### src/rtl/dp_aux_txn_monitor_if.sv
// ---------------------------------------------------------------------------
// dp_aux_txn_monitor_if
// Bundle of AUX request/reply signals exchanged between NUM_CH policy makers
// and the link layer. The monitor only observes these signals.
//   req_vld  [NUM_CH]    request valid per channel
//   req_cmd  [4*NUM_CH]  command, channel c at [4c+3:4c]
//   req_len  [8*NUM_CH]  LEN field (bytes-1), channel c at [8c+7:8c]
//   ack_vld  [NUM_CH]    reply valid per channel
//   ack_code [2*NUM_CH]  00 ACK, 01 NACK, 10 DEFER, 11 reserved
//   data_vld [NUM_CH]    reply data beat valid per channel
// Modports: master drives the bundle, slave observes it.
// ---------------------------------------------------------------------------
interface dp_aux_txn_monitor_if #(
   parameter int NUM_CH = 2
);
   logic [NUM_CH-1:0]   req_vld;
   logic [4*NUM_CH-1:0] req_cmd;
   logic [8*NUM_CH-1:0] req_len;
   logic [NUM_CH-1:0]   ack_vld;
   logic [2*NUM_CH-1:0] ack_code;
   logic [NUM_CH-1:0]   data_vld;

   modport master (
      output req_vld, req_cmd, req_len, ack_vld, ack_code, data_vld
   );

   modport slave (
      input req_vld, req_cmd, req_len, ack_vld, ack_code, data_vld
   );
endinterface

### src/rtl/dp_aux_txn_monitor.sv
// ---------------------------------------------------------------------------
// dp_aux_txn_monitor
// Passive AUX transaction monitor. Follows one transaction at a time from
// request through reply and read data, and flags protocol violations.
// Ports:
//   clk, reset       clock, synchronous active-high reset
//   clr_err          clears sticky flags, first-error capture and counter
//   bus              observed request/reply bundle (slave modport)
//   busy             a transaction is in progress
//   active_ch        channel owning the current (or last) transaction
//   txn_done         one-cycle pulse when a transaction completes
//   err_sticky[9:0]  sticky error flags
//   err_pulse        any error detected in the previous input cycle
//   err_first_code   index of the first error since reset/clear
//   err_first_ch     channel associated with that first error
//   err_count        saturating count of cycles with at least one error
// Error bits: 0 ILLEGAL_CMD, 1 MULTI_REQ, 2 ILLEGAL_ACK, 3 MULTI_REPLY,
//   4 TIMEOUT, 5 DATA_COUNT, 6 NACK_NO_MBYTE, 7 DEFER_LIMIT,
//   8 UNEXPECTED_REPLY, 9 LEN_RANGE.
// ---------------------------------------------------------------------------
module dp_aux_txn_monitor #(
   parameter int                NUM_CH      = 2,
   parameter logic [NUM_CH-1:0] I2C_MASK    = 2'b10,
   parameter int                MAX_LEN     = 16,
   parameter int                TIMEOUT_CYC = 400,
   parameter int                MAX_DEFER   = 7,
   parameter int                CNT_W       = 8
) (
   input  logic                      clk,
   input  logic                      reset,
   input  logic                      clr_err,
   dp_aux_txn_monitor_if.slave       bus,
   output logic                      busy,
   output logic [$clog2(NUM_CH)-1:0] active_ch,
   output logic                      txn_done,
   output logic [9:0]                err_sticky,
   output logic                      err_pulse,
   output logic [3:0]                err_first_code,
   output logic [$clog2(NUM_CH)-1:0] err_first_ch,
   output logic [CNT_W-1:0]          err_count
);
   localparam int CHW = $clog2(NUM_CH);
   localparam int TW  = $clog2(TIMEOUT_CYC + 1);
   localparam int DW  = $clog2(MAX_DEFER + 2);

   typedef enum logic [1:0] {IDLE, WAIT_ACK, RD_DATA, NACK_M} state_t;

   state_t         state, state_nxt;
   logic [CHW-1:0] ch_q, ch_nxt;
   logic [3:0]     cmd_q, cmd_nxt;
   logic [7:0]     len_q, len_nxt;
   logic [8:0]     beat_q, beat_nxt;
   logic [TW-1:0]  tmo_q, tmo_nxt;
   logic [DW-1:0]  dfr_q, dfr_nxt;
   logic [CHW-1:0] dfr_ch_q, dfr_ch_nxt;
   logic           done_nxt;
   logic [9:0]     err;
   logic [3:0]     err_code;
   logic [CHW-1:0] err_ch;

   logic [NUM_CH-1:0] own_mask, unexp;
   logic              req_any, req_multi, ack_multi;
   logic [CHW-1:0]    req_ch, ack_lo, unexp_lo;
   logic [3:0]        req_cmd_sel;
   logic [7:0]        req_len_sel;
   logic              act_ack, act_data;
   logic [1:0]        act_code;

   function automatic logic [CHW-1:0] lowest_ch(input logic [NUM_CH-1:0] m);
      lowest_ch = '0;
      for (int i = NUM_CH - 1; i >= 0; i--)
         if (m[i]) lowest_ch = CHW'(i);
   endfunction

   function automatic logic cmd_legal(input logic i2c, input logic [3:0] c);
      if (i2c)
         return (c == 4'b0000) || (c == 4'b0001) || (c == 4'b0010);
      return (c == 4'b1000) || (c == 4'b1001);
   endfunction

   function automatic logic cmd_is_read(input logic [3:0] c);
      return (c == 4'b1001) || (c == 4'b0001);
   endfunction

   // Request/reply decode. A mask AND (mask-1) is nonzero exactly when two or
   // more bits are set. Replies are "unexpected" on any channel while idle and
   // on every channel but the owner while busy.
   always_comb begin
      own_mask       = '0;
      own_mask[ch_q] = 1'b1;
      req_any        = |bus.req_vld;
      req_multi      = |(bus.req_vld & (bus.req_vld - 1'b1));
      ack_multi      = |(bus.ack_vld & (bus.ack_vld - 1'b1));
      req_ch         = lowest_ch(bus.req_vld);
      ack_lo         = lowest_ch(bus.ack_vld);
      req_cmd_sel    = bus.req_cmd[4*req_ch +: 4];
      req_len_sel    = bus.req_len[8*req_ch +: 8];
      act_ack        = bus.ack_vld[ch_q];
      act_data       = bus.data_vld[ch_q];
      act_code       = bus.ack_code[2*ch_q +: 2];
      if (state == IDLE)
         unexp = bus.ack_vld | bus.data_vld;
      else
         unexp = (bus.ack_vld | bus.data_vld) & ~own_mask;
      unexp_lo = lowest_ch(unexp);
   end

   // Transaction FSM next-state logic and per-cycle error detection. Illegal
   // but accepted requests still walk through the FSM so that later reply
   // checks stay meaningful. A reserved reply code is flagged and otherwise
   // ignored, so the timeout keeps running.
   always_comb begin
      state_nxt  = state;
      ch_nxt     = ch_q;
      cmd_nxt    = cmd_q;
      len_nxt    = len_q;
      beat_nxt   = beat_q;
      tmo_nxt    = tmo_q;
      dfr_nxt    = dfr_q;
      dfr_ch_nxt = dfr_ch_q;
      done_nxt   = 1'b0;
      err        = '0;

      err[3] = ack_multi;
      err[8] = |unexp;
      if (state != IDLE && req_any) err[1] = 1'b1;

      case (state)
         IDLE: begin
            if (req_multi) begin
               err[1] = 1'b1;
            end else if (req_any) begin
               state_nxt = WAIT_ACK;
               ch_nxt    = req_ch;
               cmd_nxt   = req_cmd_sel;
               len_nxt   = req_len_sel;
               tmo_nxt   = '0;
               if (!cmd_legal(I2C_MASK[req_ch], req_cmd_sel)) err[0] = 1'b1;
               if ({1'b0, req_len_sel} + 9'd1 > 9'(MAX_LEN)) err[9] = 1'b1;
               if (req_ch != dfr_ch_q) dfr_nxt = '0;
            end
         end

         WAIT_ACK: begin
            if (act_data) err[5] = 1'b1;
            if (act_ack && act_code != 2'b11) begin
               case (act_code)
                  2'b00: begin
                     dfr_nxt = '0;
                     if (cmd_is_read(cmd_q)) begin
                        state_nxt = RD_DATA;
                        beat_nxt  = '0;
                        tmo_nxt   = '0;
                     end else begin
                        state_nxt = IDLE;
                        done_nxt  = 1'b1;
                     end
                  end
                  2'b01: begin
                     dfr_nxt = '0;
                     if (I2C_MASK[ch_q]) begin
                        state_nxt = IDLE;
                        done_nxt  = 1'b1;
                     end else if (cmd_is_read(cmd_q)) begin
                        err[2]    = 1'b1;
                        state_nxt = IDLE;
                        done_nxt  = 1'b1;
                     end else begin
                        state_nxt = NACK_M;
                     end
                  end
                  default: begin
                     state_nxt  = IDLE;
                     dfr_ch_nxt = ch_q;
                     if (dfr_q >= DW'(MAX_DEFER)) err[7] = 1'b1;
                     if (dfr_q <= DW'(MAX_DEFER)) dfr_nxt = dfr_q + 1'b1;
                  end
               endcase
            end else begin
               if (act_ack) err[2] = 1'b1;
               if (tmo_q == TW'(TIMEOUT_CYC - 1)) begin
                  err[4]    = 1'b1;
                  state_nxt = IDLE;
               end else begin
                  tmo_nxt = tmo_q + 1'b1;
               end
            end
         end

         RD_DATA: begin
            if (act_data) begin
               if (beat_q != '1) beat_nxt = beat_q + 1'b1;
               tmo_nxt = '0;
            end else if (beat_q != '0) begin
               state_nxt = IDLE;
               done_nxt  = 1'b1;
               if (beat_q != {1'b0, len_q} + 9'd1) err[5] = 1'b1;
            end else if (tmo_q == TW'(TIMEOUT_CYC - 1)) begin
               err[4]    = 1'b1;
               state_nxt = IDLE;
            end else begin
               tmo_nxt = tmo_q + 1'b1;
            end
         end

         NACK_M: begin
            state_nxt = IDLE;
            if (act_data) done_nxt = 1'b1;
            else          err[6]   = 1'b1;
         end

         default: state_nxt = IDLE;
      endcase
   end

   // First-error capture: lowest set error index, and the channel that the
   // error is attributed to (requester, replier or transaction owner).
   always_comb begin
      err_code = '0;
      for (int i = 9; i >= 0; i--)
         if (err[i]) err_code = 4'(i);
      case (err_code)
         4'd0, 4'd1, 4'd9: err_ch = req_ch;
         4'd3:             err_ch = ack_lo;
         4'd8:             err_ch = unexp_lo;
         default:          err_ch = ch_q;
      endcase
   end

   // State and context registers plus all registered outputs. Reset wins over
   // clr_err; clr_err wins over errors detected in the same cycle.
   always_ff @(posedge clk) begin
      if (reset) begin
         state          <= IDLE;
         ch_q           <= '0;
         cmd_q          <= '0;
         len_q          <= '0;
         beat_q         <= '0;
         tmo_q          <= '0;
         dfr_q          <= '0;
         dfr_ch_q       <= '0;
         txn_done       <= 1'b0;
         err_pulse      <= 1'b0;
         err_sticky     <= '0;
         err_first_code <= '0;
         err_first_ch   <= '0;
         err_count      <= '0;
      end else begin
         state     <= state_nxt;
         ch_q      <= ch_nxt;
         cmd_q     <= cmd_nxt;
         len_q     <= len_nxt;
         beat_q    <= beat_nxt;
         tmo_q     <= tmo_nxt;
         dfr_q     <= dfr_nxt;
         dfr_ch_q  <= dfr_ch_nxt;
         txn_done  <= done_nxt;
         err_pulse <= |err;
         if (clr_err) begin
            err_sticky     <= '0;
            err_first_code <= '0;
            err_first_ch   <= '0;
            err_count      <= '0;
         end else if (|err) begin
            if (err_sticky == '0) begin
               err_first_code <= err_code;
               err_first_ch   <= err_ch;
            end
            err_sticky <= err_sticky | err;
            if (err_count != '1) err_count <= err_count + 1'b1;
         end
      end
   end

   assign busy      = (state != IDLE);
   assign active_ch = ch_q;
endmodule
### src/flat_wrapper.sv
// flat-port wrapper written by rule: the top's interface ports become plain ports
module dp_aux_txn_monitor_flat 
#(
   parameter int                NUM_CH      = 2,
   parameter logic [NUM_CH-1:0] I2C_MASK    = 2'b10,
   parameter int                MAX_LEN     = 16,
   parameter int                TIMEOUT_CYC = 400,
   parameter int                MAX_DEFER   = 7,
   parameter int                CNT_W       = 8
)
  (clk, reset, clr_err, busy, active_ch, txn_done, err_sticky, err_pulse, err_first_code, err_first_ch, err_count, bus_req_vld, bus_req_cmd, bus_req_len, bus_ack_vld, bus_ack_code, bus_data_vld);
  dp_aux_txn_monitor_if #(.NUM_CH(NUM_CH)) bus_i ();
  input  logic clk;
  input  logic reset;
  input  logic clr_err;
  output logic busy;
  output logic [$clog2(NUM_CH)-1:0] active_ch;
  output logic txn_done;
  output logic [9:0] err_sticky;
  output logic err_pulse;
  output logic [3:0] err_first_code;
  output logic [$clog2(NUM_CH)-1:0] err_first_ch;
  output logic [CNT_W-1:0] err_count;
  input wire logic [$bits(bus_i.req_vld)-1:0] bus_req_vld;
  input wire logic [$bits(bus_i.req_cmd)-1:0] bus_req_cmd;
  input wire logic [$bits(bus_i.req_len)-1:0] bus_req_len;
  input wire logic [$bits(bus_i.ack_vld)-1:0] bus_ack_vld;
  input wire logic [$bits(bus_i.ack_code)-1:0] bus_ack_code;
  input wire logic [$bits(bus_i.data_vld)-1:0] bus_data_vld;
  assign bus_i.req_vld = bus_req_vld;
  assign bus_i.req_cmd = bus_req_cmd;
  assign bus_i.req_len = bus_req_len;
  assign bus_i.ack_vld = bus_ack_vld;
  assign bus_i.ack_code = bus_ack_code;
  assign bus_i.data_vld = bus_data_vld;
  dp_aux_txn_monitor #(.NUM_CH(NUM_CH), .I2C_MASK(I2C_MASK), .MAX_LEN(MAX_LEN), .TIMEOUT_CYC(TIMEOUT_CYC), .MAX_DEFER(MAX_DEFER), .CNT_W(CNT_W)) u_core (.clk(clk), .reset(reset), .clr_err(clr_err), .bus(bus_i), .busy(busy), .active_ch(active_ch), .txn_done(txn_done), .err_sticky(err_sticky), .err_pulse(err_pulse), .err_first_code(err_first_code), .err_first_ch(err_first_ch), .err_count(err_count));
endmodule
### config.mk
export PLATFORM = sky130hd
export DESIGN_NAME = dp_aux_txn_monitor_flat
export DESIGN_NICKNAME = d
export VERILOG_FILES = /design/src/rtl/dp_aux_txn_monitor_if.sv /design/src/rtl/dp_aux_txn_monitor.sv /design/src/flat_wrapper.sv
export SDC_FILE = /design/constraint.sdc
export NUM_CORES = 1
export LEC_CHECK = 0
export BUFFER_PORTS_ARGS = -buffer_cell sky130_fd_sc_hd__buf_2
export CAP_MARGIN = 20
export CORE_MARGIN = 1
export CORE_UTILIZATION = 30
export DETAILED_ROUTE_END_ITERATION = 10
export PLACE_DENSITY = 0.59
export SYNTH_ARGS = -nofsm -noshare
export SYNTH_HDL_FRONTEND = slang
export SYNTH_SLANG_ARGS = --single-unit
### constraint.sdc
create_clock -name clk -period 4.02 [get_ports clk]
set_input_delay 0 -clock clk [delete_from_list [all_inputs] [get_ports clk]]
set_output_delay 0 -clock clk [all_outputs]
set_load 0.01 [all_outputs]
* Word level (Yosys, flattened, before mapping)
Cells that the tools add are included.
** Operators by class
- $add $sub $neg :: 8
- $lt $le $gt $ge :: 6
- Eq/ne operators :: 33
- Shift operators :: 3
- Muxes and demuxes :: 105
- Bitwise operators :: 8
- Reductions and logical operators :: 33
** Operators by type and width (number)
- two-way mux 9 bit :: 11
- two-way mux 4 bit :: 16
- two-way mux 1 bit :: 56
- one-hot mux 9 bit (3 select lines) :: 1
- two-way mux 2 bit :: 12
- equality test 4 bit, second input constant :: 5
- adder 8 x 1 -> 9 bit, second input constant :: 2
- adder 9 x 1 -> 9 bit, second input constant :: 2
- one-hot mux 9 bit (2 select lines) :: 1
- AND reduction 6 bit :: 3
- indexed part select 16 x 5 -> 8 bit :: 1
- equality test 4 x 1 -> 1 bit, second input constant :: 3
- OR reduction 12 bit :: 1
- OR reduction 2 bit :: 6
- zero test 10 bit :: 1
- inequality test 2 x 1 -> 1 bit, second input constant :: 5
- inequality test 2 bit, second input constant :: 5
- OR 10 bit :: 1
- equality test 9 bit, second input constant :: 1
- > comparator 9 x 5 -> 1 bit, second input constant :: 1
- inequality test 9 bit :: 1
- inequality test 9 bit, second input constant :: 1
- AND reduction 3 bit :: 3
- nonzero test 9 bit :: 1
- 34 further kinds :: 56
** Storage, ports and cells
- Register bits :: 63
- Bits of input ports :: 37
- Output and inout bits :: 27
- Logic and storage cells :: 210

* Longest topological paths before layout
Gate-level depths: netlist of run 1.
- Word-level depth :: 22
- Mapped depth :: 13
- Depth with buffers taken out :: 11

* Least setup slack after synthesis of run 1
OpenSTA, ideal clock, no wires.
- Path kind :: register to register
- Start :: register u_core.len_q[0]
- End :: register u_core.err_first_ch
- Setup time :: 0.086 ns
- Arrival time :: 2.674 ns
- Setup slack :: 1.260 ns
- Cell stages (with the launch flop) :: 13
- Buffers on the path :: 2
- Clock period less this slack :: 2.760 ns
- Cells stage by stage :: dfxtp_1 -> ha_1 -> buf_2 -> o21ba_2 -> a221oi_1 -> a21oi_1 -> a2111oi_4 -> a41oi_2 -> nor3b_4 -> nor2b_2 -> buf_6 -> o22a_1 -> a221oi_2
** Between the ends
- Cells in the longest elaborated chain, start to end :: 15
** RTL lines
- start: declaration :: line dp_aux_txn_monitor.sv:51 : logic [7:0] len_q, len_nxt;
- start signal: assignment :: line dp_aux_txn_monitor.sv:252 : len_q <= len_nxt;
- adder 8 x 1 -> 9 bit * :: line dp_aux_txn_monitor.sv:197 : if (beat_q != {1'b0, len_q} + 9'd1) err[5] = 1'b1;
- inequality test 9 bit * :: line dp_aux_txn_monitor.sv:197
- two-way mux 1 bit * :: line dp_aux_txn_monitor.sv:197
- two-way mux 1 bit * :: line dp_aux_txn_monitor.sv:194 : end else if (beat_q != '0) begin
- two-way mux 2 bit * :: line dp_aux_txn_monitor.sv:191 : if (act_data) begin
- one-hot mux 2 bit (2 select lines) * :: line dp_aux_txn_monitor.sv:128 : case (state)
- two-way mux 4 bit (6 in series) :: line dp_aux_txn_monitor.sv:221 : if (err[i]) err_code = 4'(i);
- equality test 4 x 1 -> 1 bit (tied with other cells) :: line dp_aux_txn_monitor.sv:222 : case (err_code)
- OR reduction 3 bit :: line dp_aux_txn_monitor.sv:222
- one-hot mux 1 bit (3 select lines) :: line dp_aux_txn_monitor.sv:222
- end signal: assignment :: line dp_aux_txn_monitor.sv:267 : err_first_ch <= err_ch;
- end: declaration :: line dp_aux_txn_monitor.sv:39 : output logic [$clog2(NUM_CH)-1:0] err_first_ch,
Every way passes the cells marked *; elsewhere a longest branch is shown, timed or not.
A chain may end at the register's enable or synchronous reset.

* Worst setup path after layout of run 1
- Start :: register u_core.ch_q, in the netlist u_core.active_ch
- End :: register u_core.err_first_ch
** Between the ends
- Cells in the longest elaborated chain, start to end :: 20
** RTL lines
- start: declaration :: line dp_aux_txn_monitor.sv:49 : logic [CHW-1:0] ch_q, ch_nxt;
- start signal: assignment :: line dp_aux_txn_monitor.sv:250 : ch_q <= ch_nxt;
- < comparator 1 x 2 -> 1 bit (implied by the code) or greater-or-equal comparator 1 bit (tied branches) :: line dp_aux_txn_monitor.sv:90 : own_mask[ch_q] = 1'b1;
- logical AND 1 bit (implied by the code) :: line dp_aux_txn_monitor.sv:90
- two-way mux 1 bit (implied by the code) :: line dp_aux_txn_monitor.sv:90
- demux 1 bit (select 1 bit)
- inverter 2 bit :: line dp_aux_txn_monitor.sv:104 : unexp = (bus.ack_vld | bus.data_vld) & ~own_mask;
- bitwise AND 2 bit :: line dp_aux_txn_monitor.sv:104
- two-way mux 2 bit :: line dp_aux_txn_monitor.sv:101 : if (state == IDLE)
- OR reduction 2 bit :: line dp_aux_txn_monitor.sv:125 : err[8] = |unexp;
- two-way mux 4 bit (9 in series) :: line dp_aux_txn_monitor.sv:221
- equality test 4 x 1 -> 1 bit (tied with other cells) :: line dp_aux_txn_monitor.sv:222
- OR reduction 3 bit :: line dp_aux_txn_monitor.sv:222
- one-hot mux 1 bit (3 select lines) :: line dp_aux_txn_monitor.sv:222
Several ways; a longest one is shown, not always the timed one. The select of a mux whose other input is x is not followed.

==> flow_metrics.py, run 1 <==
metrics = {
    "outcome": {
        "status": "complete, no violations",
    },
    "synth": {
        "synthesis.area_um2": 3730,
        "ys_seq_area_share_pct": 33.3,
        "syn_nets": 520,
        "yosysWarnings": 0,
        "syn_area_per_cell_um2": 7.90,
        "ys_top_cells_by_count": "nor2_1, dfxtp_1, nand2_1",
        "synth_cells": 472,
        "synth.distinct_cells": 68,
        "synth_edf_count": 0,
        "async_reset_ff_share_pct": 0,
        "synth_top_area_share_pct": 33.3,
        "synth_seq_cells": 62,
        "synth_area_leaders": "dfxtp_1, nor2_1, nand2_1, a21oi_1, xnor2_1",
        "synth_largest_area_cell": "dfxtp_1",
        "yosysMostFrequentCell": "nor2_1",
        "synth_flop_cell": "dfxtp_1",
    },
    "worst_setup_path": {
        "r2r_start": "u_core.active_ch",
        "critPathSlowestCell": "dfxtp_1",
        "arrival_ns": 3.41,
        "required_ns": 4.27,
        "endpoint_kind": "flip-flop",
        "crit_fanout": 18,
        "slowest_delay_ns": 0.70,
        "cp-startpoint": "u_core.active_ch",
        "rrSetupSlack_ns": 0.87,
        "rr_worst_depth": 9,
        "cp_num_buf_inv": 0,
        "timing.rr.end": "u_core.err_first_ch",
        "path_depth": 9,
        "path_cells": "mux2i_1, nand2_1, o21ai_0, nand3_1, a41oi_2, nor3b_4, nor2b_2, o2111ai_1, a221oi_2",
        "crit_type": "reg2reg",
        "path_delay_family": "compound AO/OA/AOI/OAI gates",
        "cp-start-kind": "flip-flop",
        "crit_end": "u_core.err_first_ch",
    },
    "finish": {
        "n_antenna_cell": 0,
        "fillerInstances": 1231,
        "area_growth_pct": 26.9,
        "nets": 596,
        "fin_cells": 720,
        "drive_gt1_share_pct": 17.9,
    },
    "grt": {
        "grt.total_usage_pct": 16.1,
        "overflow": 0,
        "grt_pass1_vias": 3396,
        "grt_pass1_wl_um": 16300,
        "grt_max_degree": 25,
        "antenna_found_initial": 0,
    },
    "power_and_ir_drop": {
        "power_density_nw_per_um2": 399,
        "p_leak_uw": 0.00186,
        "irDropWorstVdd_mv": 0.165,
    },
    "clock_tree": {
        "cts_buffers": 9,
        "cts_resized": 0,
        "h-tree-depth": 3,
        "clkTransAtPathRegs_ns": 0.05,
        "cts_tree": "yes",
        "cts_root_buf": "clkbuf_16",
        "insertion_delay_ns": 0.34,
        "cts_max_path_buffers": 2,
        "clock_sinks": 62,
    },
    "sta": {
        "slew_headroom_pct": 56.4,
        "post-route-period-util_pct": 78.5,
        "fmaxAchievable_ghz": 0.317,
        "finalSetupTns_ns": 0,
        "rsz0062_at_grt": "false",
        "worstMarginPinSlew_ns": 0.652,
        "drv_slew": 0,
        "setup_viol": 0,
        "clock_skew_ns": 0.00611,
        "finalHoldViolCount": 0,
        "period_minus_slack_ns": 3.15,
    },
    "placed_design": {
        "dp_hpwl_um": 7290,
        "io_buffers": 63,
        "dp_cells": 681,
        "gp_congestion": 0.848,
    },
    "die": {
        "die_w_um": 113,
        "die_y_um": 113,
        "io_pins": 64,
        "start_util_pct": 30.9,
        "row_count": 40,
        "core_um2": 12100,
        "die-area_um2": 12900,
    },
    "detailed_routing": {
        "first_pass_iters": 4,
        "ant_nets": 0,
        "routed_wl_um": 9890,
        "via_per_inst": 5.06,
        "wl_per_cell_um": 13.7,
        "drc": 0,
        "first_iter_violations": 223,
        "vias": 3644,
    },
    "run": {
        "cap_violations": 0,
    },
    "min_path": {
        "hold_depth": 4,
        "hold_path_class": "in2reg",
    },
}
power by group:
group          internal [µW]  switching, µW  total [µW]
sequential               644           37.0         681
combinational            163            205         368
clock                    570            270         840
total                   1380            512        1890
layout make-up:
type | instances | area [µm²] | area share [%]
inverter | 14 | 52.6 | 1.11
multi-input combinational | 369 | 2310 | 48.8
tap | 168 | 210 | 4.44
sequential | 62 | 1240 | 26.2
clock inverter | 4 | 70.1 | 1.48
timing repair buffer | 92 | 593 | 12.5
clock buffer | 11 | 253 | 5.34
worst min path at each step:
stage / startpoint / endpoint / slack (ns)
final: bus_ack_code[1] / u_core.dfr_ch_q / 0.03
after detailed placement: bus_req_len[9] / u_core.len_q[1] / 0.27
after CTS: bus_ack_code[1] / u_core.dfr_ch_q / 0.02
after global placement: bus_req_len[10] / u_core.len_q[2] / 0.28
after global routing: bus_req_vld[1] / u_core.active_ch / 0.06
after floorplan: bus_ack_vld[0] / u_core.err_sticky[3] / 0.14
worst reg2reg max path: stages (launching register included):
cell	delay, ns
dfxtp_1	0.70
mux2i_1	0.48
nand2_1	0.21
o21ai_0	0.20
nand3_1	0.26
a41oi_2	0.40
nor3b_4	0.13
nor2b_2	0.28
o2111ai_1	0.18
a221oi_2	0.23
state kept, by name (all words and copies together) (netlist names), 2 cells and up:
name and count:
u_core.err_sticky 10, u_core.beat_q 9, u_core.tmo_q 9, u_core.err_count 8, u_core.len_q 8, u_core.dfr_q 4, u_core.err_first_code 4, u_core.cmd_q 3
u_core.state 2
cells by family (layout without fill, tap and decap cells):
kind of cell,Yosys count,in the layout,share of synthesized area [%]
flops,62,62,33.3
mux,12,12,3.39
simple gates,215,215,27.9
xor+xnor,28,28,6.78
fa+ha+maj,12,12,3.96
buf+inv,41,121,4.73
compound gates,102,102,19.9
routing by layer:
layer,GRT usage (%),up-vias,share of wire [%]
li1,-,1833,-
met2,26.3,76,47
met4,5.35,0,1.9
met1,20.3,1717,46
met3,4.68,18,4.9
met5,0,-,0
per-stage QoR:
step	instance area [µm²]	total power (µW)	util [%]	worst slack (ns)	hold WS, ns
global placement	4170	1020	34.5	0.999	0.276
detailed placement	4170	1030	34.5	0.925	0.274
floorplan	3730	938	-	1.26	0.141
finish	4730	1890	39.2	0.866	0.0318
global route	4730	1990	39.2	0.513	0.0553
CTS	4730	1910	39.2	0.905	0.0205
repair_timing:
action,4_1_cts,5_1_grt
hold buffers,24,0
hold endpoints to repair,12,0
buffers inserted,0,0
layout by cell type, fill, tap and decap left out, types with 3 or more instances in the layout:
cell,instances
nor4_1,7
or4_1,3
clkbuf_16,9
o2111ai_1,3
a311oi_1,12
nand2_1,59
dfxtp_1,62
xor2_1,11
a211oi_1,3
buf_2,63
and2_1,4
o21ai_0,17
a221o_1,3
buf_4,5
nor2b_1,6
nand4_1,5
nand2b_1,10
xnor2_1,16
a21o_1,5
dlygate4sd3_1,24
inv_1,13
mux2i_1,10
nor2_1,69
ha_1,11
and3_1,3
a21oi_1,31
nand3_1,18
nor3_1,11
nor3b_1,5
Note: power is estimated with default switching activity, not from simulation.
==> run 2: changes to the inputs <==
clock period = 3 ns   (was 4.02 ns; I/O delays follow)
==> run 2 against run 1 <==
Effect of this change: critical path depth grew 2; setup slack lost 0.70 ns; design area grew 3.1%; hold slack lost 0.027 ns; total power grew 36%; fmax grew 11%; critical path type unchanged; largest cell class unchanged; largest power group unchanged; highest routed layer unchanged.
==> flow_metrics.py, run 2 (synthesis results as in run 1) <==
metrics = {
    "finish": {
        "fillerInstances": 1239,
        "nets": 611,
        "largest_reg_flops": 10,
        "area_growth_pct": 30.8,
        "n_antenna_cell": 0,
        "layout_commonest_cell": "nor2_1",
        "final_cell_mix": "nor2_1, buf_2, dfxtp_1",
        "multi_input_area_um2": 2350,
        "drive_gt1_share_pct": 21.3,
        "top_regs": "u_core.err_sticky x10, u_core.beat_q x9, u_core.tmo_q x9",
        "seqCellArea_um2": 1240,
        "regMostFlops": "u_core.err_sticky",
    },
    "worst_setup_path": {
        "endpoint_kind": "flip-flop",
        "crit_fanout": 5,
        "cp-start-kind": "flip-flop",
        "rrSetupSlack_ns": 0.17,
        "crit_type": "reg2reg",
        "r2r_start": "u_core.len_q[0]",
        "critPathSlowestCell": "a2111oi_4",
        "timing.rr.end": "u_core.err_first_ch",
        "arrival_ns": 3.07,
        "required_ns": 3.24,
        "cp-startpoint": "u_core.len_q[0]",
        "rr_worst_depth": 11,
        "slowest_delay_ns": 0.38,
        "path_cells": "ha_2, o21ba_2, a221oi_1, a21oi_1, a2111oi_4, a41oi_4, nor3b_4, nor2b_2, buf_4, o22a_1, a221oi_2",
    },
    "run": {
        "cap_violations": 0,
    },
    "clock_tree": {
        "clkTransAtPathRegs_ns": 0.06,
        "h-tree-depth": 3,
        "cts_root_buf": "clkbuf_16",
        "insertion_delay_ns": 0.33,
        "cts_buffers": 9,
        "clock_sinks": 62,
        "cts_tree": "yes",
        "cts_max_path_buffers": 2,
    },
    "sta": {
        "slew_headroom_pct": 55.5,
        "drv_slew": 0,
        "clock_skew_ns": 0.00841,
        "finalHoldViolCount": 0,
        "setup_viol": 0,
        "worstMarginPinSlew_ns": 0.662,
        "finalSetupTns_ns": 0,
        "rsz0062_at_grt": "false",
        "post-route-period-util_pct": 94.4,
        "fmaxAchievable_ghz": 0.353,
        "period_minus_slack_ns": 2.83,
    },
    "power_and_ir_drop": {
        "fin_total_pwr_uw": 2570,
        "power_density_nw_per_um2": 528,
        "p_leak_uw": 0.00193,
        "irDropWorstVdd_mv": 0.269,
    },
    "detailed_routing": {
        "via_per_inst": 4.98,
        "vias": 3667,
        "first_iter_violations": 182,
        "drc": 0,
        "routed_wl_um": 10300,
        "wl_per_cell_um": 13.9,
        "ant_nets": 0,
        "first_pass_iters": 4,
    },
    "die": {
        "start_util_pct": 30.9,
        "core_um2": 12100,
        "die_w_um": 113,
        "die-area_um2": 12900,
        "io_pins": 64,
        "row_count": 40,
        "die_y_um": 113,
    },
    "min_path": {
        "min_from": "bus_ack_vld[0]",
        "hold_depth": 3,
        "hold_path_class": "in2reg",
        "min_to": "u_core.err_sticky[3]",
    },
    "grt": {
        "grt_pass1_vias": 3554,
        "antenna_found_initial": 0,
        "grt_pass1_wl_um": 17000,
        "overflow": 0,
        "grt_max_degree": 25,
        "grt.total_usage_pct": 16.4,
    },
    "placed_design": {
        "io_buffers": 63,
        "gp_congestion": 0.846,
        "dp_hpwl_um": 7370,
    },
    "outcome": {
        "status": "complete, no violations",
    },
}
[run 2: cell type report]
| class | count | share of cell area [%] |
|---|---|---|
| Multi-Input combinational cell | 370 | 48.3 |
| Sequential cell | 62 | 25.5 |
| Timing Repair Buffer | 106 | 14.2 |
| Clock buffer | 10 | 4.90 |
| Tap cell | 168 | 4.31 |
| Clock inverter | 6 | 1.74 |
| Inverter | 14 | 1.08 |
[run 2: worst max-delay path: cells and delay by family (launching register included)]
kind,cells,cell delay (ns)
buffers and inverters,1,0.16
AND/OR/NAND/NOR,2,0.40
AO/OA/AOI/OAI,7,1.64
adder cells (fa/ha/maj),1,0.22
flip-flops,1,0.31
[run 2: layer usage]
layer	wire, µm	global-route usage, %
met5	0	0
met4	99	3.68
met3	452	4.25
met2	4730	27.3
met1	4980	21.3
[run 2: per-stage QoR]
stage          worst slack (ns)  instances  instance area (µm²)  utilization (%)  hold slack (ns)
2_1_floorplan             0.240        472                 3730                -            0.141
3_5_place_dp             0.0796        695                 4270             35.4            0.275
6_report                  0.167        736                 4880             40.4          0.00468
5_1_grt                  0.0163        736                 4880             40.4           0.0263
3_3_place_gp              0.163        695                 4270             35.4            0.278
4_1_cts                  0.0516        733                 4820             39.9          0.00815
[run 2: repair_timing]
action | CTS | global route
hold endpoints to repair | 11 | 0
buffers inserted | 0 | 2
endpoints found under the setup margin | 0 | 5
hold buffers | 22 | 0
gates resized for setup | 0 | 6
[run 2: worst max path at each step]
stage / to / depth (start not counted)
floorplan: u_core.err_first_ch / 12
global placement: u_core.err_first_ch / 11
detailed placement: u_core.err_first_ch / 11
CTS: u_core.err_first_ch / 10
global route: u_core.err_first_ch / 11
finish: u_core.err_first_ch / 11
[run 2: report_power, final]
| group | switching [µW] | total, µW | internal (µW) |
|---|---|---|---|
| clock network | 391 | 1140 | 746 |
| registers | 41.8 | 904 | 863 |
| logic | 291 | 532 | 242 |
==> run 3: changes to the inputs <==
BUFFER_PORTS_ARGS = -buffer_cell sky130_fd_sc_hd__buf_4   (was -buffer_cell sky130_fd_sc_hd__buf_2)
SKIP_LAST_GASP = 1   (was default)
==> run 3 against run 2 <==
Effect of this change: first-iteration DRC count increased by 28%; global-route usage increased by 0.55 points; combinational power increased by 3%; total power increased by 3.5%; non-clock buffer count increased by 2; flip-flop and latch count unchanged; sequential share of layout area decreased by 0.89 points; via count increased by 0.85%; sequential power about the same; setup slack improved by 0.042 ns; critical path depth unchanged.
==> flow_metrics.py, run 3 (synthesis results as in run 1) <==
metrics = {
    "die": {
        "start_util_pct": 30.9,
        "die-area_um2": 12900,
        "core_um2": 12100,
        "die_w_um": 113,
        "io_pins": 64,
        "row_count": 40,
        "die_y_um": 113,
    },
    "finish": {
        "area_growth_pct": 35.6,
        "fin_cells": 737,
        "finish.utilization_pct": 41.9,
        "drive_gt1_share_pct": 20.9,
        "nets": 612,
        "top_regs": "u_core.err_sticky x10, u_core.beat_q x9, u_core.tmo_q x9",
        "final_cell_area_um2": 5050,
        "regMostFlops": "u_core.err_sticky",
        "largest_reg_flops": 10,
        "n_antenna_cell": 0,
        "layout_commonest_cell": "buf_4",
        "final_cell_mix": "buf_4, nor2_1, dfxtp_1",
    },
    "min_path": {
        "hold_depth": 4,
        "min_from": "bus_ack_code[1]",
        "hold_path_class": "in2reg",
        "min_to": "u_core.dfr_ch_q",
    },
    "clock_tree": {
        "cts_tree": "yes",
        "clock_sinks": 62,
        "cts_buffers": 9,
        "cts_max_path_buffers": 2,
        "cts_root_buf": "clkbuf_16",
        "h-tree-depth": 3,
        "clkTransAtPathRegs_ns": 0.06,
        "insertion_delay_ns": 0.34,
    },
    "detailed_routing": {
        "first_pass_iters": 4,
        "routed_wl_um": 10300,
        "drc": 0,
        "first_iter_violations": 233,
        "vias": 3698,
        "ant_nets": 0,
        "via_per_inst": 5.02,
        "wl_per_cell_um": 13.9,
    },
    "worst_setup_path": {
        "cp-start-kind": "flip-flop",
        "crit_type": "reg2reg",
        "rr_worst_depth": 11,
        "crit_fanout": 9,
        "timing.rr.end": "u_core.err_first_ch",
        "path_cells": "inv_1, ha_1, clkinv_1, a21oi_1, nand3_1, o2bb2ai_1, a21oi_1, a21oi_1, or3_1, o2111ai_1, a221oi_2",
        "rrSetupSlack_ns": 0.21,
        "r2r_start": "u_core.state[0]",
        "critPathSlowestCell": "ha_1",
        "cp_num_buf_inv": 2,
        "cp_common_cell": "a21oi_1",
        "arrival_ns": 3.04,
        "slowest_delay_ns": 0.36,
        "path_delay_family": "compound AO/OA/AOI/OAI gates",
        "endpoint_kind": "flip-flop",
        "required_ns": 3.25,
    },
    "placed_design": {
        "dp_cells": 695,
        "io_buffers": 63,
        "dp_hpwl_um": 7410,
        "placed_cell_area_um2": 4430,
        "gp_congestion": 0.837,
    },
    "sta": {
        "period_minus_slack_ns": 2.79,
        "finalHoldViolCount": 0,
        "setup_viol": 0,
        "drv_slew": 0,
        "post-route-period-util_pct": 93.0,
        "finalSetupTns_ns": 0,
        "worstMarginPinSlew_ns": 0.701,
        "fmaxAchievable_ghz": 0.358,
        "slew_headroom_pct": 52.9,
        "rsz0062_at_grt": "true",
        "clock_skew_ns": 0.00627,
    },
    "grt": {
        "grt_max_degree": 25,
        "grt_pass1_wl_um": 17500,
        "grt_pass1_vias": 3771,
        "overflow": 0,
        "grt.total_usage_pct": 17.0,
        "antenna_found_initial": 0,
    },
    "power_and_ir_drop": {
        "switchingPower_uw": 728,
        "power_density_nw_per_um2": 527,
        "swShare_pct": 27.3,
        "p_leak_uw": 0.00197,
        "fin_total_pwr_uw": 2670,
        "seqPwrFrac_pct": 33.9,
        "p_comb_share_pct": 20.6,
        "irDropWorstVdd_mv": 0.249,
        "pwr-share-clk_pct": 45.5,
        "internal_power_uw": 1940,
    },
    "outcome": {
        "status": "complete, no violations",
    },
    "run": {
        "cap_violations": 0,
    },
}
-- run 3: worst reg2reg max path: stages, from the launching register on --
cell	delay, ns
dfxtp_1	0.34
inv_1	0.09
ha_1	0.36
clkinv_1	0.32
a21oi_1	0.27
nand3_1	0.21
o2bb2ai_1	0.20
a21oi_1	0.09
a21oi_1	0.30
or3_1	0.17
o2111ai_1	0.12
a221oi_2	0.24
-- run 3: per-layer routing --
metal,global-route usage (%),up-vias,wire length (µm)
li1,-,1858,-
met1,21.1,1749,4640
met2,28.8,79,4980
met3,3.77,12,491
met4,5.88,0,133
met5,0,-,0
-- run 3: timing repair --
action,CTS,global route
setup buffers,0,1
gates resized for setup,0,4
hold buffers,25,0
endpoints found under the hold margin,13,0
endpoints found under the setup margin,0,3
-- run 3: power by group through the flow --
stage               clock (µW)  combinational [µW]  sequential (µW)
global placement             0                 495              919
finish                    1210                 548              905
detailed placement           0                 502              921
CTS                       1240                 545              904
floorplan                    0                 341              916
global route              1280                 607              911
-- run 3: area by class of cell --
class,count,area [µm²]
Clock buffer,9,225
Clock inverter,7,123
Fill cell,1219,7010
Inverter,14,52.6
Multi-Input combinational cell,369,2330
Sequential cell,62,1240
Tap cell,168,210
Timing Repair Buffer,108,873
-- run 3: worst max path at each step --
stage                     cells past startpoint             endpoint  slack (ns)            start
after floorplan                              12  u_core.err_first_ch        0.24  u_core.len_q[0]
after CTS                                    11  u_core.err_first_ch        0.01  u_core.len_q[0]
after global placement                       11  u_core.err_first_ch        0.16  u_core.len_q[0]
after global routing                         11  u_core.err_first_ch       -0.01  u_core.state[0]
after detailed placement                     11  u_core.err_first_ch        0.07  u_core.len_q[0]
final                                        11  u_core.err_first_ch        0.21  u_core.state[0]
-- run 3: stage by stage --
step	worst slack, ns	hold slack, ns
floorplan	0.240	0.141
detailed placement	0.0682	0.288
global route	-0.0129	0.0465
finish	0.209	0.0374
global placement	0.159	0.284
CTS	0.0142	0.0286
